==> src/rtl/mdu_issue_ctrl.sv <==
// mdu_issue_ctrl: issues multiply/divide operations to the MDU, tracks the
// in-flight operation, stalls HI/LO-accessing D-stage instructions while the
// MDU is occupied, and keeps a watchdog plus two performance counters.
module mdu_issue_ctrl #(
    parameter int         MUL_LAT = 5,
    parameter int         DIV_LAT = 10,
    parameter int         WDOG    = 15,
    // Instruction-type codes; keep in step with the shared CONST.v encodings.
    parameter logic [5:0] T_MULT  = 6'd20,
    parameter logic [5:0] T_MULTU = 6'd21,
    parameter logic [5:0] T_MADD  = 6'd22,
    parameter logic [5:0] T_DIV   = 6'd23,
    parameter logic [5:0] T_DIVU  = 6'd24,
    parameter logic [5:0] T_MTHI  = 6'd25,
    parameter logic [5:0] T_MTLO  = 6'd26,
    parameter logic [5:0] T_MFHI  = 6'd27,
    parameter logic [5:0] T_MFLO  = 6'd28
) (
    input  logic        clk,
    input  logic        reset,
    input  logic [5:0]  d_instr_type,
    input  logic [5:0]  e_instr_type,
    input  logic        e_valid,
    input  logic        flush,
    input  logic        mdu_busy,
    output logic        mdu_start,
    output logic [5:0]  mdu_instr_type,
    output logic        stall_d,
    output logic        wdog_err,
    output logic [31:0] perf_busy,
    output logic [15:0] perf_ops
);

    localparam int         WDW     = $clog2(WDOG + 1) + 1;
    localparam logic [WDW-1:0] WDOG_V  = WDOG[WDW-1:0];
    localparam logic [WDW-1:0] WDOG_M1 = WDOG_V - 1'b1;
    localparam logic [3:0] MUL_CNT = MUL_LAT[3:0];
    localparam logic [3:0] DIV_CNT = DIV_LAT[3:0];

    typedef enum logic {
        IDLE = 1'b0,
        RUN  = 1'b1
    } state_t;

    function automatic logic is_div(input logic [5:0] t);
        return (t == T_DIV) || (t == T_DIVU);
    endfunction

    function automatic logic is_long(input logic [5:0] t);
        return (t == T_MULT) || (t == T_MULTU) || (t == T_MADD) || is_div(t);
    endfunction

    function automatic logic is_access(input logic [5:0] t);
        return is_long(t) || (t == T_MTHI) || (t == T_MTLO) ||
               (t == T_MFHI) || (t == T_MFLO);
    endfunction

    state_t          state_q, state_d;
    logic [3:0]      cnt_q, cnt_d, cnt_dec;
    logic [WDW-1:0]  wdog_q, wdog_d;
    logic            err_q, err_d;
    logic [31:0]     pbusy_q, pbusy_d;
    logic [15:0]     pops_q, pops_d;
    logic            issue;

    // Issue only from IDLE, never on a flushed slot, never while reset is held.
    assign issue = reset & e_valid & is_long(e_instr_type) & ~flush & (state_q == IDLE);

    assign mdu_start      = issue;
    assign mdu_instr_type = (reset & e_valid & ~flush) ? e_instr_type : 6'h0;
    assign stall_d        = is_access(d_instr_type) & (issue | (state_q == RUN) | mdu_busy);
    assign wdog_err       = err_q;
    assign perf_busy      = pbusy_q;
    assign perf_ops       = pops_q;

    // Next-state logic: issue loads the latency, RUN counts down and waits for the MDU.
    always_comb begin
        state_d = state_q;
        cnt_d   = cnt_q;
        cnt_dec = (cnt_q == 4'd0) ? 4'd0 : cnt_q - 4'd1;
        wdog_d  = wdog_q;
        err_d   = err_q;
        pbusy_d = pbusy_q;
        pops_d  = pops_q;
        case (state_q)
            IDLE: begin
                if (issue) begin
                    state_d = RUN;
                    cnt_d   = is_div(e_instr_type) ? DIV_CNT : MUL_CNT;
                    wdog_d  = '0;
                    pops_d  = pops_q + 16'd1;
                end
            end
            RUN: begin
                // A flush here is ignored: the MDU cannot cancel an operation.
                cnt_d   = cnt_dec;
                pbusy_d = pbusy_q + 32'd1;
                if (wdog_q < WDOG_V) wdog_d = wdog_q + 1'b1;
                if (wdog_q >= WDOG_M1) err_d = 1'b1;
                // Leave once the countdown reaches zero and the MDU has dropped busy.
                if ((cnt_dec == 4'd0) && !mdu_busy) state_d = IDLE;
            end
            default: state_d = IDLE;
        endcase
    end

    // State and counter registers with asynchronous active-low reset.
    always_ff @(posedge clk or negedge reset) begin
        if (!reset) begin
            state_q <= IDLE;
            cnt_q   <= 4'd0;
            wdog_q  <= '0;
            err_q   <= 1'b0;
            pbusy_q <= 32'd0;
            pops_q  <= 16'd0;
        end else begin
            state_q <= state_d;
            cnt_q   <= cnt_d;
            wdog_q  <= wdog_d;
            err_q   <= err_d;
            pbusy_q <= pbusy_d;
            pops_q  <= pops_d;
        end
    end

endmodule
==> config.mk <==
export PLATFORM = sky130hd
export DESIGN_NAME = mdu_issue_ctrl
export DESIGN_NICKNAME = d
export VERILOG_FILES = /design/src/rtl/mdu_issue_ctrl.sv
export SDC_FILE = /design/constraint.sdc
export NUM_CORES = 1
export LEC_CHECK = 0
export ABC_AREA = 1
export BUFFER_PORTS_ARGS = -buffer_cell sky130_fd_sc_hd__buf_4
export CAP_MARGIN = 20
export CORE_ASPECT_RATIO = 1.2
export CORE_UTILIZATION = 50
export CTS_CLUSTER_DIAMETER = 150
export CTS_CLUSTER_SIZE = 20
export DETAILED_ROUTE_END_ITERATION = 8
export HOLD_SLACK_MARGIN = 0.06
export PLACE_DENSITY = 0.88
export SLEW_MARGIN = 10
export SYNTH_ARGS = -nofsm -noshare
export SYNTH_HDL_FRONTEND = slang
export SYNTH_SLANG_ARGS = --single-unit
==> constraint.sdc <==
create_clock -name clk -period 1.3 [get_ports clk]
set_input_delay 0.26 -clock clk [delete_from_list [all_inputs] [get_ports clk]]
set_output_delay 0.26 -clock clk [all_outputs]
set_load 0.02 [all_outputs]
==> impl_results.md, run 1 <==
* Outcome: stopped before the end
* Stage reached: global routing (5_1_grt)
* Error that halted the flow: [ERROR GRT-0232] Routing congestion too high. Check the congestion heatmap in the GUI.
* Leading area contributor after synthesis: sky130_fd_sc_hd__dfrtp_1
* Xor/xnor cell area share of the yosys netlist at 8.24%
* Most frequent cell after synthesis: sky130_fd_sc_hd__nand2_1
* Most used standard cells in the synthesized netlist: sky130_fd_sc_hd__nand2_1, sky130_fd_sc_hd__nor2_1, sky130_fd_sc_hd__inv_1, sky130_fd_sc_hd__dfrtp_1, sky130_fd_sc_hd__nand3_1
* Sequential cell area fraction in the yosys report at 42.1%
* Global routing usage summed across all routing layers at 65.0%
* Number of different library cells in the post-synthesis netlist at 27
* Synth area leaders: sky130_fd_sc_hd__dfrtp_1, sky130_fd_sc_hd__nand2_1, sky130_fd_sc_hd__nor2_1
* Sink count of the clock tree at 59
* Top FF cell, synth: sky130_fd_sc_hd__dfrtp_1
* Horizontal extent of the die at 78.5 um
* I/O pin count at 74
* Largest family of logic cells by synthesized area: simple AND/OR/NAND/NOR gates
* Area fraction in compound gates after synthesis at 2.85%
* Worst setup slack before clock tree synthesis at -0.191 ns
* Worst setup endpoint GRT: stall_d
* Number of buffers inserted during clock tree synthesis at 9
* Initial cell density of the core at 51.5%
* # rows at 33
* Arithmetic-cell share of the synthesized area counting full adders, half adders and majority gates at 1.43%
* CTS Root Buffer Type: sky130_fd_sc_hd__clkbuf_8
* Detailed placer's ending HPWL at 7390 um
* Maximum root-to-sink buffer count at 2
* Register bit total from synthesis at 59
* Syn Inst Count at 491
* Number of enable flip-flop cells after synthesis at 0
* Top cell type's share of synthesized area at 42.1%
* Total nets after synthesis at 512
* Synthesis Warnings at 0
* Type of the worst endpoint after the last repair: top-level output
* H-tree level count at 3
* Basic-gate share of the synthesized area counting and, or, nand and nor cells at 37.3%
* Netlist area before placement at 3510 sq um
* Number of port buffers at 73
* Grt ovf at 24
* Fraction of registers with async set or reset after synthesis at 100%
* Post-synthesis average cell area at 7.14 sq um
* Portion of netlist area occupied by mux cells at 0%
* Routability Congestion at 0.901
* Largest net degree at the start of global routing at 60
* Height of the die at 93.7 um
[through the flow]
step / instance area, sq um / cells
2_1_floorplan: 3570 / 491
3_3_place_gp: 4680 / 710
3_5_place_dp: 4680 / 710
4_1_cts: 5450 / 748
[kinds of logic after synthesis]
group | Yosys count
buf+inv | 70
fa+ha+maj | 4
flops | 59
xor+xnor | 33
simple gates | 307
compound gates | 18
[per-layer routing]
layer,GRT usage (%),GRT overflow
met5,3.85,0
met4,67.9,8
met3,45.9,0
met2,90.6,16
met1,59.4,0
[what timing repair did]
item                                    CTS
cloned                                    0
hold buffers                              0
pin swaps                                27
gates resized for setup                 111
hold endpoints to repair                  0
buffers inserted                         23
endpoints found under the setup margin   66
==> run 2, diff against run 1 <==
--- a/config.mk
+++ b/config.mk
@@ -8,13 +8,9 @@
 export ABC_AREA = 1
 export BUFFER_PORTS_ARGS = -buffer_cell sky130_fd_sc_hd__buf_4
 export CAP_MARGIN = 20
-export CORE_ASPECT_RATIO = 1.2
-export CORE_UTILIZATION = 50
-export CTS_CLUSTER_DIAMETER = 150
-export CTS_CLUSTER_SIZE = 20
+export CORE_UTILIZATION = 40
 export DETAILED_ROUTE_END_ITERATION = 8
-export HOLD_SLACK_MARGIN = 0.06
-export PLACE_DENSITY = 0.88
+export PLACE_DENSITY_LB_ADDON = 0.15
 export SLEW_MARGIN = 10
 export SYNTH_ARGS = -nofsm -noshare
 export SYNTH_HDL_FRONTEND = slang
==> constraint.sdc (replaced) <==
create_clock -name clk -period 1.7 [get_ports clk]
set_input_delay 0.34 -clock clk [delete_from_list [all_inputs] [get_ports clk]]
set_output_delay 0.34 -clock clk [all_outputs]
set_load 0.02 [all_outputs]
==> run 2 against run 1 <==
The run now ends clean. Synthesized area is the same. Synthesized cell count is the same.
==> impl_results.md, run 2 <==
* Outcome: finished clean
* Syn Inst Count at 491
* Post-detailed-route count of antenna-violating nets at 0
* Worst clock skew on the final layout at 0.00982 ns
* Commonest cells after routing, fill and taps aside: sky130_fd_sc_hd__nand2_1, sky130_fd_sc_hd__buf_4, sky130_fd_sc_hd__nor2_1, sky130_fd_sc_hd__inv_1, sky130_fd_sc_hd__dfrtp_1
* Routability Congestion at 0.870
* Final Hold Viols at 0
* Path category of the worst min-delay check: input port to asynchronous set/reset pin
* Max Transition Viols Final at 0
* Data required time at the worst endpoint at 1.36 ns
* Clock transition at path regs at 0.07 ns
* Number of diodes added for antenna fixing at 0
* Number of vias per cell after detailed routing at 4.79
* Routed length per instance at 12.4 um
* Grt ovf at 0
* Synth area leaders: sky130_fd_sc_hd__dfrtp_1, sky130_fd_sc_hd__nand2_1, sky130_fd_sc_hd__nor2_1
* Final-stage net count at 595
* Largest net degree at the start of global routing at 60
* Final instance area at 4400 sq um
* Number of enable flip-flop cells after synthesis at 0
* Synthesis Warnings at 0
* Detailed Routing Iterations Pass 1 at 4
* Worst max-slew margin expressed relative to the limit at 49.7%
* Critical Setup Path Class: input port to output port
* Register bit total from synthesis at 59
* Clock tree from TritonCTS: done
* Sum Neg Setup Slack at 0 ns
* Max reg flops at 32
* Post-synthesis average cell area at 7.14 sq um
* Vias at 3,269
* Crit-path max FO at 3
* # rows at 33
* Number of standard cells in the layout, taps in and fillers out at 683
* Initial antenna violation count at 0
* Maximum ir drop on the vdd rail at 0.517 mV
* Die ar. at 9150 sq um
* Number of buffers inserted during clock tree synthesis at 9
* Number of DRC violations after detailed-routing iteration 0 at 128
* Most used standard cells in the synthesized netlist: sky130_fd_sc_hd__nand2_1, sky130_fd_sc_hd__nor2_1, sky130_fd_sc_hd__inv_1, sky130_fd_sc_hd__dfrtp_1, sky130_fd_sc_hd__nand3_1
* Clock latency at the later pin of the worst-skew pair at 0.33 ns
* Static Leak at 2.31 nW
* Setup repair after global routing missed its margin: yes
* Maximum root-to-sink buffer count at 2
* Total wirelength of the detailed-routed design at 8460 um
* Fraction of final layout cells sized beyond drive strength 1 at 19.9%
* Top cell type's share of synthesized area at 42.1%
* Multi-input logic area at 1770 sq um
* CTS Root Buffer Type: sky130_fd_sc_hd__clkbuf_8
* Final setup fails at 0
* CORE AREA at 8340 sq um
* Slowest cell delay on critical path at 0.14 ns
* Number of different library cells in the post-synthesis netlist at 27
* Leading area contributor after synthesis: sky130_fd_sc_hd__dfrtp_1
* I/O pin count at 74
* Global-route wire length before repair at 14,500 um
* Max-cap violations at 0
* Area growth syn-to-layout at 25.3%
* Post-CTS setup-driven buffer insertion count at 0
* Cell chain of the critical path: buf_4, inv_1, nor2_4, nand3b_1, nand3_2, nand2_2, nand3b_1, nand2_1, inv_1, buf_4
* Netlist area before placement at 3510 sq um
* Inst Count DP at 668
* Sink count of the clock tree at 59
* Initial cell density of the core at 42.0%
* Top FF cell, synth: sky130_fd_sc_hd__dfrtp_1
* H-tree level count at 3
* DR DRC count at 0
* Worst-Margin Slew at 0.755 ns
* Global routing usage summed across all routing layers at 20.5%
* Number of filler cells placed in the layout at 827
* Most common cell after layout, fill and taps aside: sky130_fd_sc_hd__nand2_1
* Horizontal extent of the die at 95.6 um
* Sequential cell area fraction in the yosys report at 42.1%
* Element type at the critical path start: input port
* Setup crit end kind: output port
* Data arrival time of the critical path at 1.27 ns
* Combined flip-flop and latch cell area at 1480 sq um
* Vias in the first global route at 3,166
* Height of the die at 95.6 um
* Post-Place Cell Area at 4190 sq um
* Most frequent cell after synthesis: sky130_fd_sc_hd__nand2_1
* Number of port buffers at 73
* Clock period minus worst slack at 1.61 ns
* Final clock period utilization by the worst path at 94.9%
* Timing-limited maximum frequency at 620 MHz
* Detailed placer's ending HPWL at 6310 um
* Total nets after synthesis at 512
* Library cell contributing the largest single delay on the critical path: sky130_fd_sc_hd__nand3b_1
* Fraction of registers with async set or reset after synthesis at 100%
* Power per cell area at 869 nW/um^2
==> run 2: where the power goes <==
group	internal, W	switching (W)
registers	0.00159	0.000213
logic	0.000338	0.000489
clock network	0.000637	0.000559
total	0.00256	0.00126
==> run 2: logic make-up after synthesis <==
kind of cell / synth area share, %
compound gates: 2.85
xor+xnor: 8.24
fa+ha+maj: 1.43
buf+inv: 8.10
flops: 42.1
simple gates: 37.3
==> run 2: cell type report <==
cell class                 instances  area share (%)
inverter                          64            5.64
clock buffer                      13            3.84
timing repair buffer              78            13.3
tap                              105            2.99
clock inverter                     2           0.228
sequential                        59            33.6
multi-input combinational        362            40.4
==> run 2: critical path: cells and delay by family <==
family        cells  cell delay (ns)
buf+inv           4             0.39
simple gates      6             0.54
==> run 2: timing repair <==
| item | in CTS | in global routing |
|---|---|---|
| hold buffers | 0 | 0 |
| resized for setup | 0 | 10 |
| setup endpoints to repair | 0 | 7 |
==> run 2: path summary, 6_finish.rpt <==
kind	from	endpoint	slack, ns	cells past startpoint
hold / removal	reset	perf_busy[14]	0.15	2
setup reg to reg	perf_busy[0]	perf_busy[26]	0.11	8
setup / recovery	e_instr_type[4]	stall_d	0.09	10
max in group asynchronous	reset	perf_busy[0]	0.97	2
min in group clk	mdu_busy	state_q	0.34	3
hold reg to reg	wdog_err	wdog_err	0.49	1
==> run 2: stage by stage <==
stage               setup slack (ns)  power [W]  utilization, %  hold WS, ns
detailed placement            0.0610    0.00265            50.2        0.469
finish                        0.0869    0.00382            52.7        0.155
CTS                           0.0346    0.00385            52.3        0.222
global route                 -0.0186    0.00405            52.7        0.259
floorplan                      0.175    0.00231               -       0.0444
global placement              0.0984    0.00262            50.2        0.472
==> run 2: per-layer routing <==
metal  global-route usage (%)  share of wire [%]  up-vias
li1                         -                  -     1683
met1                     26.6                 47     1522
met2                     34.5                 48       58
met3                     3.35                3.9        6
met4                     6.97               0.85        0
met5                        0                  0        -
Power figures use the tool's default switching activity.
==> run 3, diff against run 2 <==
--- a/config.mk
+++ b/config.mk
@@ -11,6 +11,7 @@
 export CORE_UTILIZATION = 40
 export DETAILED_ROUTE_END_ITERATION = 8
 export PLACE_DENSITY_LB_ADDON = 0.15
+export REMOVE_ABC_BUFFERS = 1
 export SLEW_MARGIN = 10
 export SYNTH_ARGS = -nofsm -noshare
 export SYNTH_HDL_FRONTEND = slang
==> run 3 against run 2 <==
Sequential power about the same. Non-clock buffer count increased by 4. Critical path type is now flop to output port. Clock skew decreased by 0.0016 ns. Clock power increased by 8%. First-iteration DRC count increased by 21%. Global-route usage decreased by 0.42 points. Maximum frequency decreased by 0.25%. Power increased by 3.2%. Critical endpoint unchanged. Largest power group unchanged. Design area increased by 1.1%. Combinational power increased by 2.9%. Sequential share of layout area decreased by 0.39 points. Register-to-register slack improved by 0.03 ns.
==> impl_results.md, run 3 (synthesized netlist as in run 2, its figures left out) <==
* Outcome: finished clean
* Switch Pwr at 0.00129 W
* Die ar. at 9150 sq um
* Power per cell area at 887 nW/um^2
* Commonest cells after routing, fill and taps aside: sky130_fd_sc_hd__nand2_1, sky130_fd_sc_hd__buf_4, sky130_fd_sc_hd__nor2_1, sky130_fd_sc_hd__inv_1, sky130_fd_sc_hd__dfrtp_1
* Final-stage net count at 599
* Post-detailed-route count of antenna-violating nets at 0
* CORE AREA at 8340 sq um
* Number of diodes added for antenna fixing at 0
* # rows at 33
* Grt ovf at 0
* Crit-path max FO at 16
* Total wirelength of the detailed-routed design at 8310 um
* Detailed placer's ending HPWL at 6270 um
* Routability Congestion at 0.890
* Final Hold Viols at 0
* Path category of the worst min-delay check: input port to asynchronous set/reset pin
* Fraction of power spent switching nets at 32.7%
* Maximum root-to-sink buffer count at 2
* Kind of cell adding the most delay to the critical path: flip-flops
* Final instance area at 4440 sq um
* Clock period minus worst slack at 1.62 ns
* Largest net degree at the start of global routing at 60
* Detailed Routing Iterations Pass 1 at 4
* Initial cell density of the core at 42.0%
* Number of vias per cell after detailed routing at 4.78
* Final clock period utilization by the worst path at 95.1%
* Height of the die at 95.6 um
* Worst max-slew margin expressed relative to the limit at 50.8%
* Sink count of the clock tree at 59
* Critical Setup Path Class: flop to output port
* Most common cell after layout, fill and taps aside: sky130_fd_sc_hd__nand2_1
* Global-route wire length before repair at 14,200 um
* Element type at the critical path start: flop
* Final setup fails at 0
* Sequential cell fraction of total power at 45.4%
* Library cell contributing the largest single delay on the critical path: sky130_fd_sc_hd__dfrtp_1
* Setup repair after global routing missed its margin: yes
* Data required time at the worst endpoint at 1.36 ns
* Worst path buffer plus inverter count at 3
* DR DRC count at 0
* Clock transition at path regs at 0.07 ns
* Setup crit end kind: output port
* Portion of total power attributed to combinational logic at 21.6%
* Area growth syn-to-layout at 26.7%
* Slowest cell delay on critical path at 0.42 ns
* Number of port buffers at 73
* Clock network fraction of total power at 33.1%
* Post-Place Cell Area at 4200 sq um
* Cell chain of the critical path: clkinv_4, nand3b_1, nand2_1, inv_1, buf_4
* Sum Neg Setup Slack at 0 ns
* Number of DRC violations after detailed-routing iteration 0 at 155
* Maximum ir drop on the vdd rail at 0.399 mV
* Static Leak at 2.33 nW
* Fraction of final layout cells sized beyond drive strength 1 at 20.2%
* I/O pin count at 74
* Initial antenna violation count at 0
* Max reg flops at 32
* Data arrival time of the critical path at 1.28 ns
* Vias in the first global route at 3,111
* Worst-Margin Slew at 0.739 ns
* Worst clock skew on the final layout at 0.00818 ns
* Routed length per instance at 12.1 um
* Horizontal extent of the die at 95.6 um
* Clock tree from TritonCTS: done
* Number of buffers inserted during clock tree synthesis at 9
* Internal power contribution at 0.00265 W
* Max-cap violations at 0
* Max Transition Viols Final at 0
* Total Power at 0.00394 W
* Vias at 3,286
* Global routing usage summed across all routing layers at 20.1%
* CTS Root Buffer Type: sky130_fd_sc_hd__clkbuf_8
* Timing-limited maximum frequency at 618 MHz
* H-tree level count at 3
* Count of hold buffers inserted by post-cts repair at 0
* Clock latency at the later pin of the worst-skew pair at 0.34 ns
## run 3: worst register-to-register path, cell delays in order (launching register included)
cell                      delay, ns
sky130_fd_sc_hd__dfrtp_1       0.39
sky130_fd_sc_hd__ha_1          0.18
sky130_fd_sc_hd__nand3_1       0.14
sky130_fd_sc_hd__inv_2         0.11
sky130_fd_sc_hd__nand3_2       0.17
sky130_fd_sc_hd__nor2_4        0.16
sky130_fd_sc_hd__nand2_1       0.08
sky130_fd_sc_hd__xor2_1        0.16
sky130_fd_sc_hd__inv_1         0.06
## run 3: layout make-up
type / count / area (sq um)
Clock buffer: 10 / 138
Clock inverter: 6 / 65.1
Fill cell: 823 / 3900
Inverter: 64 / 248
Multi-Input combinational cell: 362 / 1770
Sequential cell: 59 / 1480
Tap cell: 105 / 131
Timing Repair Buffer: 82 / 616
## run 3: per-layer routing
metal	share of wire [%]	up-vias	routed length (um)	GRT usage, %
met5	0	-	0	0
met2	44	79	3660	31.5
met1	48	1509	4010	26.9
met3	6.3	9	527	4.86
li1	-	1689	-	-
met4	1.5	0	122	7.21
## run 3: stage by stage
step	hold slack (ns)	cells	utilization (%)	setup slack, ns
2_1_floorplan	0.0444	485	-	0.156
3_3_place_gp	0.466	670	50.4	0.0958
3_5_place_dp	0.477	670	50.4	0.0627
4_1_cts	0.194	686	52.8	0.0445
5_1_grt	0.241	688	53.3	-0.0166
6_report	0.156	688	53.3	0.0828
## run 3: path summary, 6_finish.rpt
check	depth (start not counted)	start	endpoint	slack [ns]
setup reg to reg	8	perf_busy[0]	perf_busy[14]	0.14
min in group clk	3	mdu_busy	state_q	0.32
max in group asynchronous	2	reset	perf_busy[17]	1.05
hold / removal	2	reset	wdog_q[1]	0.16
hold reg to reg	1	wdog_err	wdog_err	0.49
setup / recovery	5	state_q	stall_d	0.08
## run 3: what timing repair did
action,CTS,global route
setup endpoints to repair,0,6
hold endpoints to repair,0,0
setup buffers,0,2
resized for setup,0,7
## run 3: power groups by stage
stage,sequential (W),clock (W),combinational (W)
finish,0.00179,0.00130,0.000850
global route,0.00181,0.00140,0.000966
global placement,0.00180,0,0.000836
detailed placement,0.00180,0,0.000853
CTS,0.00178,0.00134,0.000853
floorplan,0.00187,0,0.000420
==> run 4, diff against run 3 <==
--- a/config.mk
+++ b/config.mk
@@ -12,7 +12,6 @@
 export DETAILED_ROUTE_END_ITERATION = 8
 export PLACE_DENSITY_LB_ADDON = 0.15
 export REMOVE_ABC_BUFFERS = 1
-export SLEW_MARGIN = 10
 export SYNTH_ARGS = -nofsm -noshare
 export SYNTH_HDL_FRONTEND = slang
 export SYNTH_SLANG_ARGS = --single-unit
==> constraint.sdc (replaced) <==
create_clock -name clk -period 1.7 [get_ports clk]
set_input_delay 0 -clock clk [delete_from_list [all_inputs] [get_ports clk]]
set_output_delay 0 -clock clk [all_outputs]
set_load 0.02 [all_outputs]
==> run 4 against run 3 <==
Setup slack better by 0.045 ns. Largest cell class unchanged. Power is 5.6% lower. Register-to-register slack hardly changed. Die area stayed put. Clock skew is 0.0020 ns higher. Sequential power hardly changed. Wire length is 2.6% higher. Core utilization is 0.98 points lower. Count of clock-buffer cells in the layout is 2 higher. Non-clock buffer count is 4 lower.
==> impl_results.md, run 4 (synthesized netlist as in run 2, its figures left out) <==
* Fraction of power spent switching nets at 32.7%
* Detailed Routing Iterations Pass 1 at 4
* Slowest cell delay on critical path at 0.47 ns
* Worst max-slew margin expressed relative to the limit at 50.1%
* Crit-path max FO at 16
* Outcome: finished clean
* Maximum ir drop on the vdd rail at 0.380 mV
* Clock tree from TritonCTS: done
* Global routing usage summed across all routing layers at 20.9%
* Number of DRC violations after detailed-routing iteration 0 at 127
* Vias at 3,303
* Horizontal extent of the die at 95.6 um
* Setup crit end kind: output port
* Portion of total power attributed to combinational logic at 22.7%
* Final setup fails at 0
* Kind of cell adding the most delay to the critical path: buffers and inverters
* Final Hold Viols at 0
* Clock latency at the later pin of the worst-skew pair at 0.34 ns
* Max-cap violations at 0
* Library cell contributing the largest single delay on the critical path: sky130_fd_sc_hd__dfrtp_2
* Sequential cell fraction of total power at 48.1%
* Number of buffers inserted during clock tree synthesis at 9
* Post-CTS setup-driven buffer insertion count at 0
* Clock transition at path regs at 0.07 ns
* Number of filler cells placed in the layout at 850
* Routability Congestion at 0.900
* Setup repair after global routing missed its margin: no
* Worst path buffer plus inverter count at 3
* Cell chain of the critical path: inv_4, nand3_4, inv_6, buf_4
* Max reg flops at 32
* Switch Pwr at 0.00122 W
* Vias in the first global route at 3,131
* Post-detailed-route count of antenna-violating nets at 0
* Most common cell after layout, fill and taps aside: sky130_fd_sc_hd__nand2_1
* Number of diodes added for antenna fixing at 0
* # rows at 33
* Area growth syn-to-layout at 24.4%
* Final clock period utilization by the worst path at 92.5%
* Final-stage net count at 596
* I/O pin count at 74
* Path category of the worst min-delay check: input port to flop
* Clock period minus worst slack at 1.57 ns
* Data required time at the worst endpoint at 1.70 ns
* Static Leak at 2.29 nW
* Critical R2R Launch: perf_busy[0]
* Sum Neg Setup Slack at 0 ns
* Internal power contribution at 0.00250 W
* Worst-Margin Slew at 0.748 ns
* Height of the die at 95.6 um
* Commonest cells after routing, fill and taps aside: sky130_fd_sc_hd__nand2_1, sky130_fd_sc_hd__buf_4, sky130_fd_sc_hd__nor2_1, sky130_fd_sc_hd__inv_1, sky130_fd_sc_hd__dfrtp_1
* Initial antenna violation count at 0
* Timing-limited maximum frequency at 636 MHz
* DR DRC count at 0
* Number of vias per cell after detailed routing at 4.85
* Worst clock skew on the final layout at 0.0102 ns
* Maximum root-to-sink buffer count at 2
* Sink count of the clock tree at 59
* CTS Root Buffer Type: sky130_fd_sc_hd__clkbuf_8
* Largest net degree at the start of global routing at 60
* H-tree level count at 3
* Critical Setup Path Class: flop to output port
* Element type at the critical path start: flop
* CORE AREA at 8340 sq um
* Number of port buffers at 73
* Fraction of final layout cells sized beyond drive strength 1 at 18.4%
* Detailed placer's ending HPWL at 6200 um
* Grt ovf at 0
* Max Transition Viols Final at 0
* CP Launch Point: state_q
* Routed length per instance at 12.5 um
* Total wirelength of the detailed-routed design at 8530 um
* Critical hold path startpoint: flush
* Data arrival time of the critical path at 1.57 ns
* Global-route wire length before repair at 14,600 um
* Power per cell area at 854 nW/um^2
* Initial cell density of the core at 42.0%
* Die ar. at 9150 sq um
* Total Power at 0.00372 W
* Clock network fraction of total power at 29.2%
[run 4: cell types whose count changed in the layout (fill, tap and decap cells not counted), sizes merged]
cell,previous run,this run
clkbuf,10,12
buf,82,76
clkinv,2,0
inv,63,64
bufinv,1,0
clkinvlp,4,0
nand3,43,44
dlygate4sd3,0,2
[run 4: routing by layer]
metal,up-vias,global-route usage (%),wire [um]
li1,1694,-,-
met1,1520,29.6,4280
met2,77,31.1,3640
met3,12,4.94,459
met4,0,7.34,150
met5,-,0,0
[run 4: final timing paths]
check / to / slack (ns) / depth (start not counted)
hold reg to reg: wdog_err / 0.49 / 1
setup / recovery: mdu_start / 0.13 / 4
hold / removal: cnt_q[0] / 0.17 / 5
max in group asynchronous: state_q / 0.79 / 3
min in group asynchronous: cnt_q[0] / 0.36 / 3
setup reg to reg: perf_busy[14] / 0.15 / 8
[run 4: stage by stage]
step	area [sq um]	instances	worst slack (ns)	util [%]	hold slack, ns
4_1_cts	4360	681	0.0704	52.3	0.158
2_1_floorplan	3470	485	0.156	-	-0.296
3_5_place_dp	4170	666	0.165	50.0	0.234
3_3_place_gp	4170	666	0.161	50.0	0.233
6_report	4360	681	0.128	52.3	0.169
5_1_grt	4360	681	0.00137	52.3	0.214
[run 4: cell type report]
type,instances,area (sq um),share of cell area [%]
repair buffers,78,591,13.5
flip-flops and latches,59,1480,33.9
multi-input cells,363,1760,40.3
well taps,105,131,3.01
clock buffers,12,155,3.56
inverters,64,248,5.68
[run 4: timing repair]
action,4_1_cts,5_1_grt
gates resized for setup,1,2
pin swaps,1,0
endpoints found under the hold margin,60,0
cloned,1,0
endpoints found under the setup margin,1,4
hold buffers,2,0
[run 4: worst reg2reg max path, stage by stage, from the launching register on]
cell and delay, ns:
sky130_fd_sc_hd__dfrtp_1 0.42, sky130_fd_sc_hd__ha_1 0.19, sky130_fd_sc_hd__nand3_1 0.14, sky130_fd_sc_hd__inv_2 0.13
sky130_fd_sc_hd__nand3_2 0.13, sky130_fd_sc_hd__nor2_2 0.16, sky130_fd_sc_hd__nand2_1 0.08, sky130_fd_sc_hd__xor2_1 0.14
sky130_fd_sc_hd__inv_1 0.05
[run 4: power by group through the flow]
stage | clock [W] | combinational (W) | sequential (W)
finish | 0.00109 | 0.000844 | 0.00179
global route | 0.00118 | 0.000956 | 0.00183
CTS | 0.00112 | 0.000852 | 0.00179
detailed placement | 0 | 0.000843 | 0.00181
global placement | 0 | 0.000813 | 0.00181
floorplan | 0 | 0.000420 | 0.00187
